--- src/rtl/serial_adder_ctrl_pkg.sv ---
// Shared types and constants for the bit-serial adder controller.
package serial_add_pkg;

   localparam int DEFAULT_WIDTH = 8;

   typedef enum logic [1:0] {S_IDLE, S_RUN, S_DONE} sa_state_t;

   // Counter must hold WIDTH itself so it never wraps inside an operation.
   function automatic int cntWidth(input int width);
      return $clog2(width) + 1;
   endfunction

endpackage

--- src/rtl/serial_adder_ctrl_fullAdder.sv ---
// Single-bit full adder cell reused every cycle by the serial controller.
module fullAdder (
   input  logic A,
   input  logic B,
   input  logic cin,
   output logic sum,
   output logic cout
);

   assign sum  = A ^ B ^ cin;
   assign cout = (A & B) | (cin & (A ^ B));

endmodule

--- src/rtl/serial_adder_ctrl.sv ---
// Bit-serial WIDTH-bit adder: one full adder, LSB first, start/busy/done handshake.
module serial_adder_ctrl
   import serial_add_pkg::*;
#(
   parameter int WIDTH = DEFAULT_WIDTH
) (
   input  logic             clk,
   input  logic             reset_n,
   input  logic             start,
   input  logic [WIDTH-1:0] a,
   input  logic [WIDTH-1:0] b,
   input  logic             cin,
   output logic             busy,
   output logic             done,
   output logic [WIDTH-1:0] sum,
   output logic             cout
);

   localparam int CW = cntWidth(WIDTH);

   sa_state_t        stateQ, stateD;
   logic [WIDTH-1:0] saQ, saD;
   logic [WIDTH-1:0] sbQ, sbD;
   logic [WIDTH-1:0] accQ, accD;
   logic [WIDTH-1:0] sumQ, sumD;
   logic [CW-1:0]    cntQ, cntD;
   logic             cQ, cD;
   logic             coutQ, coutD;
   logic             busyQ, doneQ;
   logic             faSum, faCout;
   logic [WIDTH-1:0] accShift;

   fullAdder uFullAdder (
      .A    (saQ[0]),
      .B    (sbQ[0]),
      .cin  (cQ),
      .sum  (faSum),
      .cout (faCout)
   );

   // New sum bit enters at the MSB so after WIDTH shifts bit 0 sits at the LSB.
   always_comb begin
      accShift            = accQ >> 1;
      accShift[WIDTH-1]   = faSum;
   end

   always_comb begin
      stateD = stateQ;
      saD    = saQ;
      sbD    = sbQ;
      accD   = accQ;
      cD     = cQ;
      cntD   = cntQ;
      sumD   = sumQ;
      coutD  = coutQ;
      case (stateQ)
         S_IDLE, S_DONE: begin
            if (start) begin
               saD    = a;
               sbD    = b;
               cD     = cin;
               cntD   = '0;
               stateD = S_RUN;
            end else begin
               stateD = S_IDLE;
            end
         end
         S_RUN: begin
            saD  = saQ >> 1;
            sbD  = sbQ >> 1;
            accD = accShift;
            cD   = faCout;
            cntD = cntQ + CW'(1);
            if (cntQ == CW'(WIDTH - 1)) begin
               sumD   = accShift;
               coutD  = faCout;
               stateD = S_DONE;
            end
         end
         default: stateD = S_IDLE;
      endcase
   end

   always_ff @(posedge clk or negedge reset_n) begin
      if (!reset_n) begin
         stateQ <= S_IDLE;
         saQ    <= '0;
         sbQ    <= '0;
         accQ   <= '0;
         cQ     <= 1'b0;
         cntQ   <= '0;
         sumQ   <= '0;
         coutQ  <= 1'b0;
         busyQ  <= 1'b0;
         doneQ  <= 1'b0;
      end else begin
         stateQ <= stateD;
         saQ    <= saD;
         sbQ    <= sbD;
         accQ   <= accD;
         cQ     <= cD;
         cntQ   <= cntD;
         sumQ   <= sumD;
         coutQ  <= coutD;
         busyQ  <= (stateD == S_RUN);
         doneQ  <= (stateD == S_DONE);
      end
   end

   assign busy = busyQ;
   assign done = doneQ;
   assign sum  = sumQ;
   assign cout = coutQ;

endmodule
--- config.mk ---
export PLATFORM = sky130hd
export DESIGN_NAME = serial_adder_ctrl
export DESIGN_NICKNAME = d
export VERILOG_FILES = /design/src/rtl/serial_adder_ctrl_pkg.sv /design/src/rtl/serial_adder_ctrl_fullAdder.sv /design/src/rtl/serial_adder_ctrl.sv
export SDC_FILE = /design/constraint.sdc
export NUM_CORES = 1
export LEC_CHECK = 0
export ABC_CLOCK_PERIOD_IN_PS = 1700
export CORE_MARGIN = 4
export CORE_UTILIZATION = 36
export DETAILED_ROUTE_END_ITERATION = 8
export PLACE_DENSITY = 0.6
export SYNTH_ARGS = -nofsm -noshare
export SYNTH_HDL_FRONTEND = slang
export SYNTH_SLANG_ARGS = --single-unit
--- constraint.sdc ---
create_clock -name clk -period 1.7 [get_ports clk]
set_input_delay 0.34 -clock clk [delete_from_list [all_inputs] [get_ports clk]]
set_output_delay 0.34 -clock clk [all_outputs]
set_load 0.05 [all_outputs]
# Yosys cells after proc, flatten, opt, wreduce, memory -nomap -nowiden
# Index checks and enable logic that the tools add are counted.
# totals
regBits	42
latch_bits	0
mem_bits_rw	0
romBits	0
word_cells	38
mem_count	0
# classes
add_sub_neg	1
mul	0
div_mod_pow	0
magnitude_cmp	0
eq_ne	6
shifts	0
n_mux	11
bitwise	5
n_reduce_logical	5
# op_table
cell	count
$pmux 8 s2	2
$mux 8	2
$pmux 4 s2	1
$add 4x1->4 const B	1
$eq 2x1->1 const B	2
$eq 2x2->1 const B	2
$eq 4x3->1 const B	1
$mux 4	1
$pmux 2 s2	1
$reduce_and 2->1	2
$and 1x1->1	2
$logic_not 2->1	1
$mux 1	2
$mux 2	1
$ne 2x2->1 const B	1
$pmux 1 s2	1
$reduce_bool 2->1	1
$reduce_or 2->1	1
$xor 1x1->1	2
$or 1x1->1	1

# Depth between registers and ports, before layout
# depth
ltp_word	4
depth_mapped	5
mapped_depth_nobuf	4

# Hierarchy
# A second synthesis with hierarchy kept.
# unflattened
cells_unflattened	116
hier_area_um2	1687.9
# by_module_without_submodules
mod	instances	cells_each	area_each_um2
serial_adder_ctrl	1	115	1667.8
fullAdder	1	1	20.0

# Worst setup path after synthesis
# No wires, ideal clock.
# synth_timing
kind	reg-to-reg
startpoint	register cntQ[0]
endpoint	register coutQ, in the netlist cout
setup_time_ps	125
arrival_ps	1260
slack_ps	316
path_stages_with_launch	6
n_path_buf	1
path_cell_list	dfrtp_1 > ha_1 > nand2_1 > nor3b_2 > buf_6 > mux2_2
# synth_via
elab_chain_len	2
# synth_lines
item	line_no	text
start, declared	serial_adder_ctrl.sv:26	logic [CW-1:0] cntQ, cntD;
start signal, assigned	serial_adder_ctrl.sv:102	cntQ <= cntD;
$eq 4x3->1	serial_adder_ctrl.sv:74	if (cntQ == CW'(WIDTH - 1)) begin
$reduce_and 2->1 (no line)	-	
end signal, assigned	serial_adder_ctrl.sv:104	coutQ <= coutD;
end, declared	serial_adder_ctrl.sv:28	logic coutQ, coutD;
# Every way passes these cells.
# A chain may end at the register's enable or synchronous reset.

# Final worst setup path
# layout_timing
startpoint	register stateQ[1]
endpoint	register sumQ[0], in the netlist sum[0]
# layout_via
elab_chain_len	2
# layout_lines
item	line_no	text
start, declared	serial_adder_ctrl.sv:21	sa_state_t stateQ, stateD;
start signal, assigned	serial_adder_ctrl.sv:97	stateQ <= stateD;
$eq 2x1->1	serial_adder_ctrl.sv:56	case (stateQ)
$reduce_and 2->1 (no line)	-	
end signal, assigned	serial_adder_ctrl.sv:103	sumQ <= sumD;
end, declared	serial_adder_ctrl.sv:25	logic [WIDTH-1:0] sumQ, sumD;
# Every way passes these cells.

==> results by group <==
Clocking
  • Clk_lat worst skew: 290 ps
  • H-tree levels: 2
  • CTS sink cnt: 41
  • CTS Buf Count: 5
  • Clk buf depth: 2
  • Clk root buf: clkbuf_8
  • Clock-pin slew on the worst setup and hold paths: 80 ps
  • Post-CTS Setup Inserts: 0
  • Post-CTS Hold Buffers: 0
  • CTS tree: yes
  • Post-cts resize count: 0

Status
  • Failing checks: hold timing
  • Outcome: finished with violations

Worst setup path
  • CP delay by family, top: simple AND/OR/NAND/NOR gates
  • Worst endpoint data arrival time: 1720 ps
  • WP data required: 1880 ps
  • Crit-path max cell delay: 390 ps
  • Crit-path cells: nor2b_4, nor3b_2, buf_4, mux2_2
  • Slowest cell on crit path: dfrtp_1
  • Crit Path Category: reg -> reg
  • R2R setup slack: 160 ps
  • Startpoint types: flip-flop
  • CP Max Fanout: 11
  • Crit. End Element: flip-flop
  • Buf/Inv on CP: 1

Place
  • Port bufs: 30
  • DP Wirelength: 2.14 mm
  • Placed cell areas: 0.00202 mm^2
  • Placer congestion estimate: 0.730

Routing
  • WL/cell: 15.2 um
  • Iter 0 DRT Violations: 73
  • Post-route ant nets: 0
  • Routed vias/inst: 5.13
  • WL final: 3.10 mm
  • Vias: 1046
  • Drt pass-1 iters: 4
  • DRC Markers: 0

Global route
  • Total gr overflow: 0
  • Antenna violations before repair: 0
  • First-pass GRT wire length: 5.52 mm
  • Vias in the first global route: 1181
  • GRT met1 Usage: 14.5%
  • Busiest grt layer: met2
  • M2 GR Usage: 19.3%
  • GR Util met3: 2.81%
  • Total GRT Usage: 12.1%
  • Largest net degree at the start of global routing: 22

Timing
  • Fin Hold WS: -0.742 ps
  • Final slew viol count: 0
  • Headroom to the max-slew limit: 52.5%
  • Min cycle time layout: 1540 ps
  • Setup-failing EPs final: 0
  • Clk_skew: 7.51 ps
  • RSZ-0062 raised after global routing: false
  • Final period utilization: 90.5%
  • Final Hold Fails: 1
  • Worst-margin pin slew: 712 ps
  • Max Fclk: 650 MHz

Floorplanning
  • Die X: 76.7 um
  • # IOs: 31
  • Cell Rows: 24
  • Core ar.: 0.00444 mm^2
  • Die area: 0.00588 mm^2
  • Die Y: 76.7 um
  • Starting Density: 38.2%

Synth
  • Synth top area share: 60.5%
  • Seq/Total Area, Yosys: 60.5%
  • Synth area leaders: dfrtp_1, mux2_2, a22o_1
  • Syn nets: 138
  • Post-synthesis register bit count: 41
  • Post-Syn Area per Cell: 14.6 um^2
  • Netlist Area Pre-Place: 0.00170 mm^2
  • Leading area contributor after synthesis: dfrtp_1
  • Yosys warning count: 0
  • Count of cell types in the netlist: 22
  • Post-synthesis cell count: 116

Finish
  • Share of layout cells above drive strength 1: 29.6%
  • Ant. Diodes: 0
  • Register area: 0.00103 mm^2
  • Multi-input gate area: 614 um^2
  • Final Net Count: 173
  • Layout area overhead: 27.1%
  • Final instance area: 0.00216 mm^2
  • FILL cells: 410

Flow run
  • Max_cap viols: 0

Pwr
  • Peak supply drop: 0.000757 V
  • Leak: 0.00107 uW
  • Pwr dens: 2080 mW/mm^2

Hold path
  • HP Class: in -> async
==> cell usage in the layout (no fill, tap or decap), types with 2 or more instances in the layout <==
master	instances
a21o_1	15
a22o_1	19
buf_4	15
bufinv_16	2
clkbuf_8	5
clkdlybuf4s50_1	18
dfrtp_1	41
mux2_2	16
mux2i_1	2
nand2b_1	3
==> cells by family (layout without fill, tap and decap cells) <==
family          Yosys count  in the layout  share of synthesized area, %
compound gates           35             35                          16.7
xor+xnor                  1              1                         0.516
fa+ha+maj                 2              2                          1.92
buf+inv                   7             43                          3.32
flops                    41             41                          60.5
mux                      18             18                          11.8
simple gates             12             12                          5.24
==> final cells by class <==
| class | count | share of cell area (%) |
|---|---|---|
| sequential | 41 | 47.6 |
| clock inverter | 3 | 3.02 |
| tap | 52 | 3.02 |
| clock buffer | 5 | 3.19 |
| timing repair buffer | 35 | 14.7 |
| multi-input combinational | 68 | 28.5 |
==> metal layers <==
metal / vias to the layer above / part of all wire, % / routed length [um]
met3: 7 / 3.0 / 93
met1: 534 / 43 / 1320
met2: 16 / 51 / 1590
met4: 0 / 3.1 / 95
met5: - / 0 / 0
li1: 489 / - / -
==> Yosys cell counts (all sizes together) <==
master,n
mux2i,2
o21ai,1
a21o,15
nand4,1
nor2,2
nand2b,3
nor2b,2
ha,1
nand2,1
buf,7
dfrtp,41
nor3b,2
xnor2,1
a22o,19
fa,1
mux2,16
and2b,1
==> metrics by stage <==
step                TNS [ps]  setup slack (ps)  utilization [%]  total power, uW  std cells
floorplan                  0               316                -             3150        116
global placement       -19.9             -6.87             45.5             3560        196
detailed placement      -810             -63.0             45.5             3630        196
CTS                        0               128             48.5             4560        204
global route               0              27.1             48.5             4810        204
finish                     0               161             48.5             4490        204
==> state kept, by name (all words and copies together), names as in the netlist <==
name / cells
cout: 1
saQ: 8
accQ: 7
stateQ: 2
cntQ: 4
sum: 8
cQ: 1
done: 1
busy: 1
sbQ: 8
==> final timing paths <==
kind	from	endpoint	cells after the start
min	reset_n	sbQ[4]	1
max in group asynchronous	reset_n	sum[1]	2
min reg2reg	sbQ[3]	sbQ[3]	1
max reg2reg	stateQ[1]	sum[0]	4
max	stateQ[1]	sum[0]	4
min in group clk	sbQ[3]	sbQ[3]	1
==> power breakdown <==
group          switching [uW]  internal [uW]
combinational             993            901
sequential                266           1420
clock                     327            583
Power figures use the tool's default switching activity.
